`config.mk`:
```
export PLATFORM = sky130hd
export DESIGN_NAME = spi_counter_rx_flat
export DESIGN_NICKNAME = d
export VERILOG_FILES = /design/src/rtl/spi_counter_rx_if.sv /design/src/rtl/spi_counter_rx.sv /design/src/flat_wrapper.sv
export SDC_FILE = /design/constraint.sdc
export NUM_CORES = 1
export LEC_CHECK = 0
export BUFFER_PORTS_ARGS = -buffer_cell sky130_fd_sc_hd__buf_2
export CAP_MARGIN = 25
export CORE_AREA = 2 2 67 69
export CTS_CLUSTER_SIZE = 14
export DETAILED_ROUTE_END_ITERATION = 10
export DIE_AREA = 0 0 69 71
export PLACE_DENSITY = 0.71
export SYNTH_ARGS = -nofsm -noshare
export SYNTH_HDL_FRONTEND = slang
export SYNTH_SLANG_ARGS = --single-unit
```
`constraint.sdc`:
```
create_clock -name clk -period 2 [get_ports clk]
set_clock_uncertainty 0.2 [all_clocks]
set_input_delay 0.4 -clock clk [delete_from_list [all_inputs] [get_ports clk]]
set_output_delay 0.4 -clock clk [all_outputs]
set_load 0.01 [all_outputs]
```
`src/rtl/spi_counter_rx_if.sv`:
```
// spi_counter_rx_if: SPI bus between the counter master and the slave
// receiver.
//   sclk : SPI clock, mode 0 (idles low, data sampled on the rising edge)
//   mosi : serial data from master to slave, MSB first
//   cs_n : frame select, active low
//   miso : loopback data from slave to master
interface spi_counter_rx_if;
  logic sclk;
  logic mosi;
  logic cs_n;
  logic miso;

  modport master (output sclk, output mosi, output cs_n, input miso);
  modport slave  (input sclk, input mosi, input cs_n, output miso);
endinterface

```
`src/rtl/spi_counter_rx.sv`:
```
// spi_counter_rx: slave-side SPI receiver feeding the counter/FND path.
// Oversamples the asynchronous SPI bus on clk, rebuilds 16-bit frames and
// presents the low DATA_WIDTH bits as a registered word with a valid strobe.
// Malformed frames (short, or with extra clocks) raise o_frame_err instead.
//
// Optional feature: define SPI_COUNTER_RX_MISO_EN to shift the last accepted
// value back out on miso during each frame; otherwise miso is constant 0.
//
// Ports:
//   clk         : system clock (100 MHz)
//   reset       : synchronous, active-high reset
//   bus         : SPI bus (slave modport: sclk, mosi, cs_n in; miso out)
//   o_data      : last accepted counter value
//   o_valid     : one-cycle strobe, o_data was updated
//   o_frame_err : one-cycle strobe, a frame was rejected
//   o_busy      : a frame is in progress (RECV or FULL)
//
// state | meaning
// ------+------------------------------------------------------------
// IDLE  | waiting for cs_n to fall; bit counter and shift reg cleared
// RECV  | shifting in mosi on each sclk rising edge, fewer than 16 bits
// FULL  | 16 bits held; waiting for cs_n to rise, extra sclk = overrun
module spi_counter_rx #(
  parameter int DATA_WIDTH  = 14,
  parameter int SYNC_STAGES = 2
) (
  input  logic                  clk,
  input  logic                  reset,
  spi_counter_rx_if.slave       bus,
  output logic [DATA_WIDTH-1:0] o_data,
  output logic                  o_valid,
  output logic                  o_frame_err,
  output logic                  o_busy
);

  typedef enum logic [1:0] {
    IDLE = 2'd0,
    RECV = 2'd1,
    FULL = 2'd2
  } state_t;

  localparam int SW = $clog2(SYNC_STAGES + 1);
  localparam logic [SW-1:0] SETTLE_INIT = SW'(SYNC_STAGES);

  logic [SYNC_STAGES-1:0] sclk_sync;
  logic [SYNC_STAGES-1:0] mosi_sync;
  logic [SYNC_STAGES-1:0] cs_sync;
  logic                   sclk_d;
  logic                   cs_d;
  logic [SW-1:0]          settle_q;
  logic                   armed_q;

  logic sclk_s, mosi_s, cs_s;
  logic sclk_rise, cs_rise, cs_fall;

  state_t                state_q, state_d;
  logic [4:0]            cnt_q, cnt_d;
  logic [15:0]           shift_q, shift_d;
  logic                  ovr_q, ovr_d;
  logic [DATA_WIDTH-1:0] data_d;
  logic                  valid_d, err_d;
  logic                  unused_shift_msb;

  // Input synchronizers and edge-detect history
  always_ff @(posedge clk) begin
    if (reset) begin
      sclk_sync <= '0;
      mosi_sync <= '0;
      cs_sync   <= '1;
      sclk_d    <= 1'b0;
      cs_d      <= 1'b1;
      settle_q  <= SETTLE_INIT;
      armed_q   <= 1'b0;
    end else begin
      sclk_sync <= {sclk_sync[SYNC_STAGES-2:0], bus.sclk};
      mosi_sync <= {mosi_sync[SYNC_STAGES-2:0], bus.mosi};
      cs_sync   <= {cs_sync[SYNC_STAGES-2:0], bus.cs_n};
      sclk_d    <= sclk_s;
      cs_d      <= cs_s;
      if (settle_q != '0) settle_q <= settle_q - 1'b1;
      // Only arm once the real pin level has reached the end of the chain
      // and shows deselect; a select still held across reset belongs to a
      // discarded frame and must not look like a fresh falling edge.
      if (settle_q == '0 && cs_s) armed_q <= 1'b1;
    end
  end

  assign sclk_s    = sclk_sync[SYNC_STAGES-1];
  assign mosi_s    = mosi_sync[SYNC_STAGES-1];
  assign cs_s      = cs_sync[SYNC_STAGES-1];
  assign sclk_rise = sclk_s & ~sclk_d;
  assign cs_rise   = cs_s & ~cs_d;
  assign cs_fall   = armed_q & ~cs_s & cs_d;

  // FSM and datapath registers
  always_ff @(posedge clk) begin
    if (reset) begin
      state_q     <= IDLE;
      cnt_q       <= '0;
      shift_q     <= '0;
      ovr_q       <= 1'b0;
      o_data      <= '0;
      o_valid     <= 1'b0;
      o_frame_err <= 1'b0;
    end else begin
      state_q     <= state_d;
      cnt_q       <= cnt_d;
      shift_q     <= shift_d;
      ovr_q       <= ovr_d;
      o_data      <= data_d;
      o_valid     <= valid_d;
      o_frame_err <= err_d;
    end
  end

  always_comb begin
    state_d = state_q;
    cnt_d   = cnt_q;
    shift_d = shift_q;
    ovr_d   = ovr_q;
    data_d  = o_data;
    valid_d = 1'b0;
    err_d   = 1'b0;
    case (state_q)
      IDLE: begin
        cnt_d   = '0;
        shift_d = '0;
        ovr_d   = 1'b0;
        if (cs_fall) state_d = RECV;
      end
      RECV: begin
        if (cs_fall) begin
          cnt_d   = '0;
          shift_d = '0;
        end else if (cs_rise) begin
          // Zero bits is a select glitch and stays silent
          state_d = IDLE;
          err_d   = (cnt_q != 5'd0);
        end else if (sclk_rise) begin
          shift_d = {shift_q[14:0], mosi_s};
          cnt_d   = cnt_q + 5'd1;
          if (cnt_q == 5'd15) state_d = FULL;
        end
      end
      FULL: begin
        if (cs_fall) begin
          state_d = RECV;
          cnt_d   = '0;
          shift_d = '0;
          ovr_d   = 1'b0;
        end else if (cs_rise) begin
          state_d = IDLE;
          if (ovr_q) begin
            err_d = 1'b1;
          end else begin
            data_d  = shift_q[DATA_WIDTH-1:0];
            valid_d = 1'b1;
          end
        end else if (sclk_rise) begin
          ovr_d = 1'b1;
        end
      end
      default: state_d = IDLE;
    endcase
  end

  assign o_busy = (state_q != IDLE);

  // The frame MSB only matters for widths of 16; otherwise it is dropped
  assign unused_shift_msb = shift_q[15];

`ifdef SPI_COUNTER_RX_MISO_EN
  logic        sclk_fall;
  logic [15:0] tx_q;

  assign sclk_fall = ~sclk_s & sclk_d;

  always_ff @(posedge clk) begin
    if (reset) begin
      tx_q <= '0;
    end else if (cs_fall) begin
      tx_q <= 16'(o_data);
    end else if (sclk_fall) begin
      tx_q <= {tx_q[14:0], 1'b0};
    end
  end

  assign bus.miso = o_busy & tx_q[15];
`else
  assign bus.miso = 1'b0;
`endif

endmodule

```
`src/flat_wrapper.sv`:
```
// flat-port wrapper written by rule: the top's interface ports become plain ports
module spi_counter_rx_flat 
#(
  parameter int DATA_WIDTH  = 14,
  parameter int SYNC_STAGES = 2
)
  (clk, reset, o_data, o_valid, o_frame_err, o_busy, bus_sclk, bus_mosi, bus_cs_n, bus_miso);
  spi_counter_rx_if bus_i ();
  input  logic clk;
  input  logic reset;
  output logic [DATA_WIDTH-1:0] o_data;
  output logic o_valid;
  output logic o_frame_err;
  output logic o_busy;
  input wire logic [$bits(bus_i.sclk)-1:0] bus_sclk;
  input wire logic [$bits(bus_i.mosi)-1:0] bus_mosi;
  input wire logic [$bits(bus_i.cs_n)-1:0] bus_cs_n;
  output wire logic [$bits(bus_i.miso)-1:0] bus_miso;
  assign bus_i.sclk = bus_sclk;
  assign bus_i.mosi = bus_mosi;
  assign bus_i.cs_n = bus_cs_n;
  assign bus_miso = bus_i.miso;
  spi_counter_rx #(.DATA_WIDTH(DATA_WIDTH), .SYNC_STAGES(SYNC_STAGES)) u_core (.clk(clk), .reset(reset), .bus(bus_i), .o_data(o_data), .o_valid(o_valid), .o_frame_err(o_frame_err), .o_busy(o_busy));
endmodule
```
==> impl_metrics.json, run 1 <==
{
  "p_per_area_nw_per_um2": 966,
  "critPathMaxFanout": 4,
  "worst_slack_ps": 128,
  "dr.pass1.iters": 4,
  "mostFrequentLayoutCell": "dfxtp_1",
  "slew_headroom_pct": 66.1,
  "endpoint_kind": "register",
  "required_ps": 2030,
  "die-area_um2": 4900,
  "avgSynthCellArea_um2": 9.31,
  "finalSetupViolations": 0,
  "ys_ff_latch": 49,
  "power.total_mw": 2.27,
  "syn_inst": 219,
  "crit_chain": "ha_1 > and3_1 > ha_1 > or4_1 > o31ai_1",
  "vias": 1531,
  "initial_core_util_pct": 48.5,
  "synth_top_area_cell": "dfxtp_1",
  "grt_pass1_vias": 1401,
  "synth_area_leaders": "dfxtp_1 48%, nand2_1 5.7%, o32ai_1 5.6%, ha_1 5.5%, nand2b_1 5.2%",
  "crit_type": "reg -> reg",
  "cap_violations": 0,
  "peakVddDrop_v": 0.000706,
  "hold_violations": 0,
  "synth_top_area_share_pct": 48.1,
  "antenna_found_initial": 0,
  "synth_flop_cell": "dfxtp_1",
  "port_buffers": 21,
  "slowest_delay_ps": 500,
  "place_ws_ps": 6.75,
  "cp.arrival_ps": 1900,
  "drv_slew": 0,
  "grt_pass1_wl_mm": 6.27,
  "drive_gt1_share_pct": 20.6,
  "synthArstFlopShare_pct": 0,
  "p_leak_nw": 0.903,
  "post_cts_resized": 0,
  "cp-start-kind": "register",
  "antenna_cells": 0,
  "yosys.cell_types.count": 39,
  "rsz0062_at_grt": "false",
  "fp-row-count": 24,
  "synth_edf_count": 0,
  "via_per_inst": 5.19,
  "synth.yosys.seq_area_share_pct": 48.1,
  "cts_tree": "yes",
  "cts-buffers-inserted": 5,
  "tightest_slew_ps": 508,
  "mostFrequentLayoutCells": "48 x dfxtp_1, 31 x nand2_1, 21 x buf_2",
  "drt_iter0_markers": 98,
  "routed_wl_mm": 3.65,
  "dieWidth_um": 69,
  "drc": 0,
  "clk_path_buf_depth": 2,
  "dpl.hpwl_mm": 2.47,
  "wire_per_inst_um": 12.4,
  "timing.fmax_mhz": 534,
  "syn_nets": 233,
  "die_h_um": 71,
  "track_usage_pct": 15.9,
  "clock-sinks": 49,
  "synth_warnings": 0,
  "coreArea_um2": 4200,
  "globalplace.congestion": 0.771,
  "post_cts_buffers": 0,
  "path_common_cell": "ha_1",
  "final_nets": 256,
  "status": "complete, no violations",
  "period_share_pct": 93.6,
  "io_pins": 23,
  "hp-class": "in -> reg",
  "postCtsHoldBufs": 0,
  "crit_slowest_cell": "or4_1",
  "finalCriticalPeriod_ps": 1870,
  "cts_root_buf": "clkbuf_8",
  "clk_pin_slew_ps": 90,
  "fin_tns_setup_ps": 0,
  "clkLatencyLatePin_ps": 310,
  "ant_nets": 0,
  "syn_area_um2": 2040,
  "h-tree-depth": 2,
  "layout-area-overhead-vs-synth_pct": 15.2,
  "grt_max_degree": 34,
  "grt_overflow": 0
}
## through the flow
step | instances | cell area [um^2] | util [%] | hold slack, ps
after floorplan | 219 | 2040 | - | 189
after global placement | 287 | 2200 | 52.4 | 194
after detailed placement | 287 | 2200 | 52.4 | 216
after CTS | 295 | 2340 | 55.6 | 78.9
after global routing | 295 | 2350 | 55.9 | 79.5
final | 295 | 2350 | 55.9 | 79.8
## final cells by class
cell class	instances	area (um^2)
clock inverters	3	68.8
clock buffers	5	68.8
fillers	386	1860
repair buffers	30	173
multi-input cells	147	957
inverters	9	33.8
well taps	52	65.1
flip-flops and latches	49	982
## synthesized netlist by cell type, types with 2 or more instances
cell type and number:
o31ai_1 3, mux2i_1 5, dfxtp_1 49, or4b_1 2, nand2b_1 17, o32ai_1 13, buf_2 3, clkbuf_1 8
or2_2 4, inv_1 8, nand3_1 2, buf_6 2, nor2b_1 6, or4_1 4, nand2_1 31, ha_1 9
and3_1 2, o21ai_0 3, a21oi_1 19, nand4_1 2, nor2_1 9
## cells by family (layout without fill, tap and decap cells)
logic type               after synthesis  in the layout  share of synthesized area (%)
AND/OR/NAND/NOR                       88             88                           23.6
flip-flops                            49             49                           48.1
AO/OA/AOI/OAI                         42             42                           13.8
buffers and inverters                 23             47                           5.34
adder cells (fa/ha/maj)                9              9                           5.52
multiplexers                           6              6                           3.01
other                                  1              1                          0.184
XOR/XNOR                               1              1                          0.430
## registers in the layout, indices dropped and copies added, names as in the netlist
name and flops:
u_core.armed_q 1, u_core.cnt_q 5, u_core.cs_d 1, u_core.cs_sync 2, u_core.mosi_sync 2, u_core.o_data 14, u_core.o_frame_err 1, u_core.o_valid 1
u_core.ovr_q 1, u_core.sclk_d 1, u_core.sclk_sync 2, u_core.settle_q 2, u_core.shift_q 14, u_core.state_q 2
## power breakdown
part           leakage (nW)  internal [mW]  switching [mW]  total, mW
registers             0.397           1.02          0.0277       1.05
logic                 0.437          0.156           0.219      0.375
clock network        0.0687          0.503           0.346      0.849
total                 0.903           1.68           0.592       2.27
## layer usage
| layer | share of wire (%) | track usage [%] | vias to the layer above |
|---|---|---|---|
| li1 | - | - | 800 |
| met1 | 48 | 20.2 | 699 |
| met2 | 46 | 25.5 | 25 |
| met3 | 3.6 | 3.56 | 7 |
| met4 | 2.2 | 7.84 | 0 |
| met5 | 0 | 0 | - |
## path summary, 6_finish.rpt
kind	start	to	slack, ps	cells after the start
max	u_core.cnt_q[0]	u_core.cnt_q[4]	130	5
min reg2reg	u_core.cs_sync[0]	u_core.cs_sync[1]	230	1
min	bus_cs_n	u_core.cs_sync[0]	80	2
max reg2reg	u_core.cnt_q[0]	u_core.cnt_q[4]	130	5
## worst max-delay path: cells and delay by family, from the launching register on
family                   cells  cell delay [ps]
AO/OA/AOI/OAI                1               70
adder cells (fa/ha/maj)      2              480
flip-flops                   1              350
AND/OR/NAND/NOR              2              680
Note: power is estimated with default switching activity, not from simulation.
==> run 2, diff against run 1 <==
--- a/config.mk
+++ b/config.mk
@@ -5,13 +5,14 @@
 export SDC_FILE = /design/constraint.sdc
 export NUM_CORES = 1
 export LEC_CHECK = 0
+export ABC_AREA = 1
 export BUFFER_PORTS_ARGS = -buffer_cell sky130_fd_sc_hd__buf_2
 export CAP_MARGIN = 25
-export CORE_AREA = 2 2 67 69
+export CORE_AREA = 2 2 68 70
 export CTS_CLUSTER_SIZE = 14
 export DETAILED_ROUTE_END_ITERATION = 10
-export DIE_AREA = 0 0 69 71
-export PLACE_DENSITY = 0.71
+export DIE_AREA = 0 0 70 72
+export PLACE_DENSITY = 0.73
 export SYNTH_ARGS = -nofsm -noshare
 export SYNTH_HDL_FRONTEND = slang
 export SYNTH_SLANG_ARGS = --single-unit
==> constraint.sdc (replaced) <==
create_clock -name clk -period 2 [get_ports clk]
set_clock_uncertainty 0.2 [all_clocks]
set_input_delay 0.4 -clock clk [delete_from_list [all_inputs] [get_ports clk]]
set_output_delay 0.4 -clock clk [all_outputs]
set_load 0.005 [all_outputs]
==> impl_metrics.json, run 2 <==
{
  "status": "complete, no violations",
  "cts_root_buf": "clkbuf_8",
  "synth_top_area_cell": "dfxtp_1",
  "die-area_um2": 5040,
  "hold_violations": 0,
  "layout-area-overhead-vs-synth_pct": 10.2,
  "post-route-util_pct": 56.1,
  "busiest_layer": "met2",
  "power.total_mw": 2.75,
  "rr_worst_depth": 10,
  "initial_core_util_pct": 50.9,
  "drt_iter0_markers": 120,
  "avgSynthCellArea_um2": 7.26,
  "mostFrequentLayoutCell": "nor2_1",
  "coreArea_um2": 4260,
  "cp_num_buf_inv": 3,
  "synth_flop_cell": "dfxtp_1",
  "synth_edf_count": 0,
  "timing.hold.ws_ps": 78.2,
  "grt_pass1_wl_mm": 6.91,
  "drc": 0,
  "syn_nets": 313,
  "synth.yosys.seq_area_share_pct": 45.2,
  "critPathMaxFanout": 4,
  "mostFrequentLayoutCells": "82 x nor2_1, 66 x nand2_1, 49 x dfxtp_1",
  "grtUsageMet1_pct": 21.3,
  "track_usage_pct": 17.0,
  "grtUsageMet3_pct": 4.58,
  "antenna_found_initial": 0,
  "place_ws_ps": 274,
  "yosysMostFrequentCell": "nor2_1",
  "syn_inst": 299,
  "worst_slack_ps": 234,
  "cp-start-kind": "register",
  "dieWidth_um": 70,
  "p_per_area_nw_per_um2": 1150,
  "globalplace.congestion": 0.815,
  "hp-class": "in -> reg",
  "cts-buffers-inserted": 5,
  "postCtsHoldBufs": 0,
  "via_per_inst": 4.76,
  "holdPathStages": 2,
  "fin_tns_setup_ps": 0,
  "finalSetupViolations": 0,
  "io_pins": 23,
  "fp-row-count": 24,
  "drv_slew": 0,
  "synth_warnings": 0,
  "path_common_cell": "inv_1",
  "crit_chain": "inv_1 > ha_1 > inv_1 > buf_2",
  "synthArstFlopShare_pct": 0,
  "endpoint_kind": "output port",
  "grt_pass1_vias": 1621,
  "period_share_pct": 88.3,
  "crit_type": "reg -> out",
  "met2_usage_pct": 28.4,
  "antenna_cells": 0,
  "drive_gt1_share_pct": 15.9,
  "routed_wl_mm": 3.85,
  "grt_max_degree": 37,
  "cap_violations": 0,
  "clk_path_buf_depth": 2,
  "rsz0062_at_grt": "false",
  "vias": 1777,
  "crit_slowest_cell": "dfxtp_1",
  "slowest_delay_ps": 390,
  "required_ps": 1400,
  "ant_nets": 0,
  "synth_top_area_share_pct": 45.2,
  "synth_area_leaders": "dfxtp_1 45%, nor2_1 14%, nand2_1 11%, ha_1 5.2%, o21ai_0 4.2%",
  "p_leak_nw": 1.24,
  "final_nets": 335,
  "dpl.hpwl_mm": 2.62,
  "grt_overflow": 0,
  "port_buffers": 21,
  "clk_pin_slew_ps": 80,
  "ys_ff_latch": 49,
  "h-tree-depth": 2,
  "finalCriticalPeriod_ps": 1770,
  "synthTopCellsByCount": "82 x nor2_1, 66 x nand2_1, 49 x dfxtp_1, 22 x inv_1, 18 x o21ai_0",
  "post_cts_resized": 0,
  "clkLatencyLatePin_ps": 300,
  "cts_tree": "yes",
  "cp.arrival_ps": 1170,
  "die_h_um": 72,
  "post_cts_buffers": 0,
  "yosys.cell_types.count": 26,
  "largestRegisters": "u_core.o_data x14, u_core.shift_q x14, u_core.cnt_q x5",
  "dr.pass1.iters": 4,
  "wire_per_inst_um": 10.3,
  "timing.fmax_mhz": 566,
  "crit_cells": 4,
  "syn_area_um2": 2170,
  "peakVddDrop_v": 0.000529,
  "clock-sinks": 49,
  "critPathTopFamily": "flip-flops"
}
-- run 2: changes by cell type after synthesis, sizes merged, moves of 12 or more --
cell | previous run | this run
a21oi | 19 | 7
inv | 9 | 24
nand2 | 31 | 72
nand2b | 17 | 0
nor2 | 9 | 87
o21ai | 4 | 18
o32ai | 13 | 0
-- run 2: final timing paths --
check | from | endpoint | slack [ps]
max reg2reg | u_core.cnt_q[0] | u_core.state_q[1] | 250
max | u_core.state_q[0] | o_busy | 230
min reg2reg | u_core.sclk_sync[0] | u_core.sclk_sync[1] | 200
min | bus_cs_n | u_core.cs_sync[0] | 80
-- run 2: per-layer routing --
metal | up-vias | share of wire [%]
li1 | 955 | -
met1 | 788 | 50
met2 | 29 | 44
met3 | 5 | 3.7
met4 | 0 | 1.6
met5 | - | 0
-- run 2: area by class of cell --
| cell class | instances | area [um^2] |
|---|---|---|
| Fill cell | 410 | 1870 |
| Multi-Input combinational cell | 214 | 1010 |
| Sequential cell | 49 | 981 |
| Timing Repair Buffer | 26 | 155 |
| Inverter | 25 | 93.8 |
| Clock buffer | 6 | 72.6 |
| Tap cell | 52 | 65.1 |
| Clock inverter | 1 | 8.76 |
-- run 2: kinds of logic after synthesis --
family	count (synthesis)	share of synthesized area [%]
simple gates	177	34.7
flops	49	45.2
buf+inv	36	8.02
compound gates	27	6.75
fa+ha+maj	9	5.19
other cells	1	0.173
-- run 2: through the flow --
stage          std cells  cell area, um^2
3_5_place_dp         366             2310
6_report             373             2390
3_3_place_gp         366             2310
2_1_floorplan        299             2170
5_1_grt              373             2390
4_1_cts              373             2390
-- run 2: where the power goes --
group	switching, mW	internal, mW	leakage, nW
Sequential	0.115	1.13	0.400
Clock	0.310	0.242	0.0412
Combinational	0.595	0.359	0.801
Total	1.02	1.73	1.24
==> run 3, diff against run 2 <==
==> constraint.sdc (replaced) <==
create_clock -name clk -period 2 [get_ports clk]
set_clock_uncertainty 0.2 [all_clocks]
set_input_delay 0.2 -clock clk [delete_from_list [all_inputs] [get_ports clk]]
set_output_delay 0.2 -clock clk [all_outputs]
set_load 0.005 [all_outputs]
==> impl_metrics.json, run 3 (same netlist as run 2, synthesis figures left out) <==
{
  "status": "complete, no violations",
  "peakVddDrop_v": 0.000530,
  "post_cts_resized": 0,
  "period_share_pct": 87.4,
  "drt_iter0_markers": 93,
  "power.total_mw": 2.78,
  "clkLatencyLatePin_ps": 290,
  "cap_violations": 0,
  "h-tree-depth": 2,
  "required_ps": 2040,
  "via_per_inst": 4.69,
  "hold_violations": 0,
  "critPathMaxFanout": 15,
  "largestRegisters": "u_core.o_data x14, u_core.shift_q x14, u_core.cnt_q x5",
  "dieWidth_um": 70,
  "worst_slack_ps": 251,
  "crit_type": "reg -> reg",
  "drv_slew": 0,
  "clk_path_buf_depth": 2,
  "cts_root_buf": "clkbuf_8",
  "grt_max_degree": 35,
  "p_leak_nw": 1.26,
  "place_inst": 367,
  "coreArea_um2": 4260,
  "rsz0062_at_grt": "false",
  "timing.fmax_mhz": 572,
  "endpoint_kind": "register",
  "track_usage_pct": 16.9,
  "dr.pass1.iters": 4,
  "clock-sinks": 49,
  "globalplace.congestion": 0.783,
  "drive_gt1_share_pct": 16.3,
  "vias": 1774,
  "busiest_layer": "met2",
  "layout.cells.non_filler": 378,
  "grt_overflow": 0,
  "die-area_um2": 5040,
  "mostFrequentLayoutCell": "nor2_1",
  "final_nets": 339,
  "finalSetupViolations": 0,
  "die_h_um": 72,
  "grtUsageMet1_pct": 21.2,
  "clk_pin_slew_ps": 90,
  "initial_core_util_pct": 50.9,
  "cts-buffers-inserted": 5,
  "timing.hold.ws_ps": 42.7,
  "hp-class": "in -> reg",
  "layout-area-overhead-vs-synth_pct": 12.2,
  "met2_usage_pct": 29.3,
  "mostFrequentLayoutCells": "82 x nor2_1, 66 x nand2_1, 49 x dfxtp_1",
  "io_pins": 23,
  "grt_pass1_vias": 1670,
  "grtUsageMet3_pct": 4.44,
  "finalCriticalPeriod_ps": 1750,
  "antenna_cells": 0,
  "grt_pass1_wl_mm": 6.97,
  "port_buffers": 21,
  "cts_tree": "yes",
  "fin_tns_setup_ps": 0,
  "drc": 0,
  "ant_nets": 0,
  "cp-start-kind": "register",
  "antenna_found_initial": 0,
  "cp.arrival_ps": 1790,
  "dpl.hpwl_mm": 2.69,
  "fp-row-count": 24,
  "wire_per_inst_um": 10.3,
  "routed_wl_mm": 3.90,
  "place_ws_ps": 255,
  "p_per_area_nw_per_um2": 1140
}
-- run 3: power breakdown --
part           internal, mW  switching, mW
Combinational         0.368          0.601
Clock                 0.250          0.322
Sequential             1.13          0.111
-- run 3: cell type report --
class | count | area [um^2]
Clock buffer | 6 | 72.6
Clock inverter | 2 | 13.8
Fill cell | 398 | 1830
Inverter | 25 | 93.8
Multi-Input combinational cell | 214 | 1010
Sequential cell | 49 | 981
Tap cell | 52 | 65.1
Timing Repair Buffer | 30 | 193
-- run 3: path summary, 6_finish.rpt --
check / start / endpoint / slack (ps) / cells past startpoint
worst min-delay path: reset / u_core.cnt_q[3] / 40 / 2
worst min register to register: u_core.sclk_sync[0] / u_core.sclk_sync[1] / 210 / 2
worst max-delay path: u_core.state_q[1] / u_core.shift_q[6] / 250 / 9
worst max register to register: u_core.state_q[1] / u_core.shift_q[6] / 250 / 9
-- run 3: metal layers --
layer / vias to the layer above / part of all wire (%)
met5: - / 0
met1: 777 / 50
li1: 966 / -
met4: 0 / 0.64
met2: 29 / 46
met3: 2 / 3.6
-- run 3: worst max-delay path, stage by stage, from the launching register on --
cell and delay, ps:
dfxtp_1 350, inv_1 110, ha_1 270, inv_1 140
nor2_4 130, buf_4 200, nand2_1 80, nand2_1 80
nand2_1 40, nor2_1 80
-- run 3: what timing repair did --
item / in CTS / in global routing
hold endpoints to repair: 3 / 0
hold buffers: 3 / 0
setup buffers: 0 / 0
-- run 3: per-stage QoR --
stage / util [%] / cell area, um^2
after floorplan: - / 2170
after global routing: 57.1 / 2430
final: 57.1 / 2430
after detailed placement: 54.3 / 2320
after CTS: 57.1 / 2430
after global placement: 54.3 / 2320
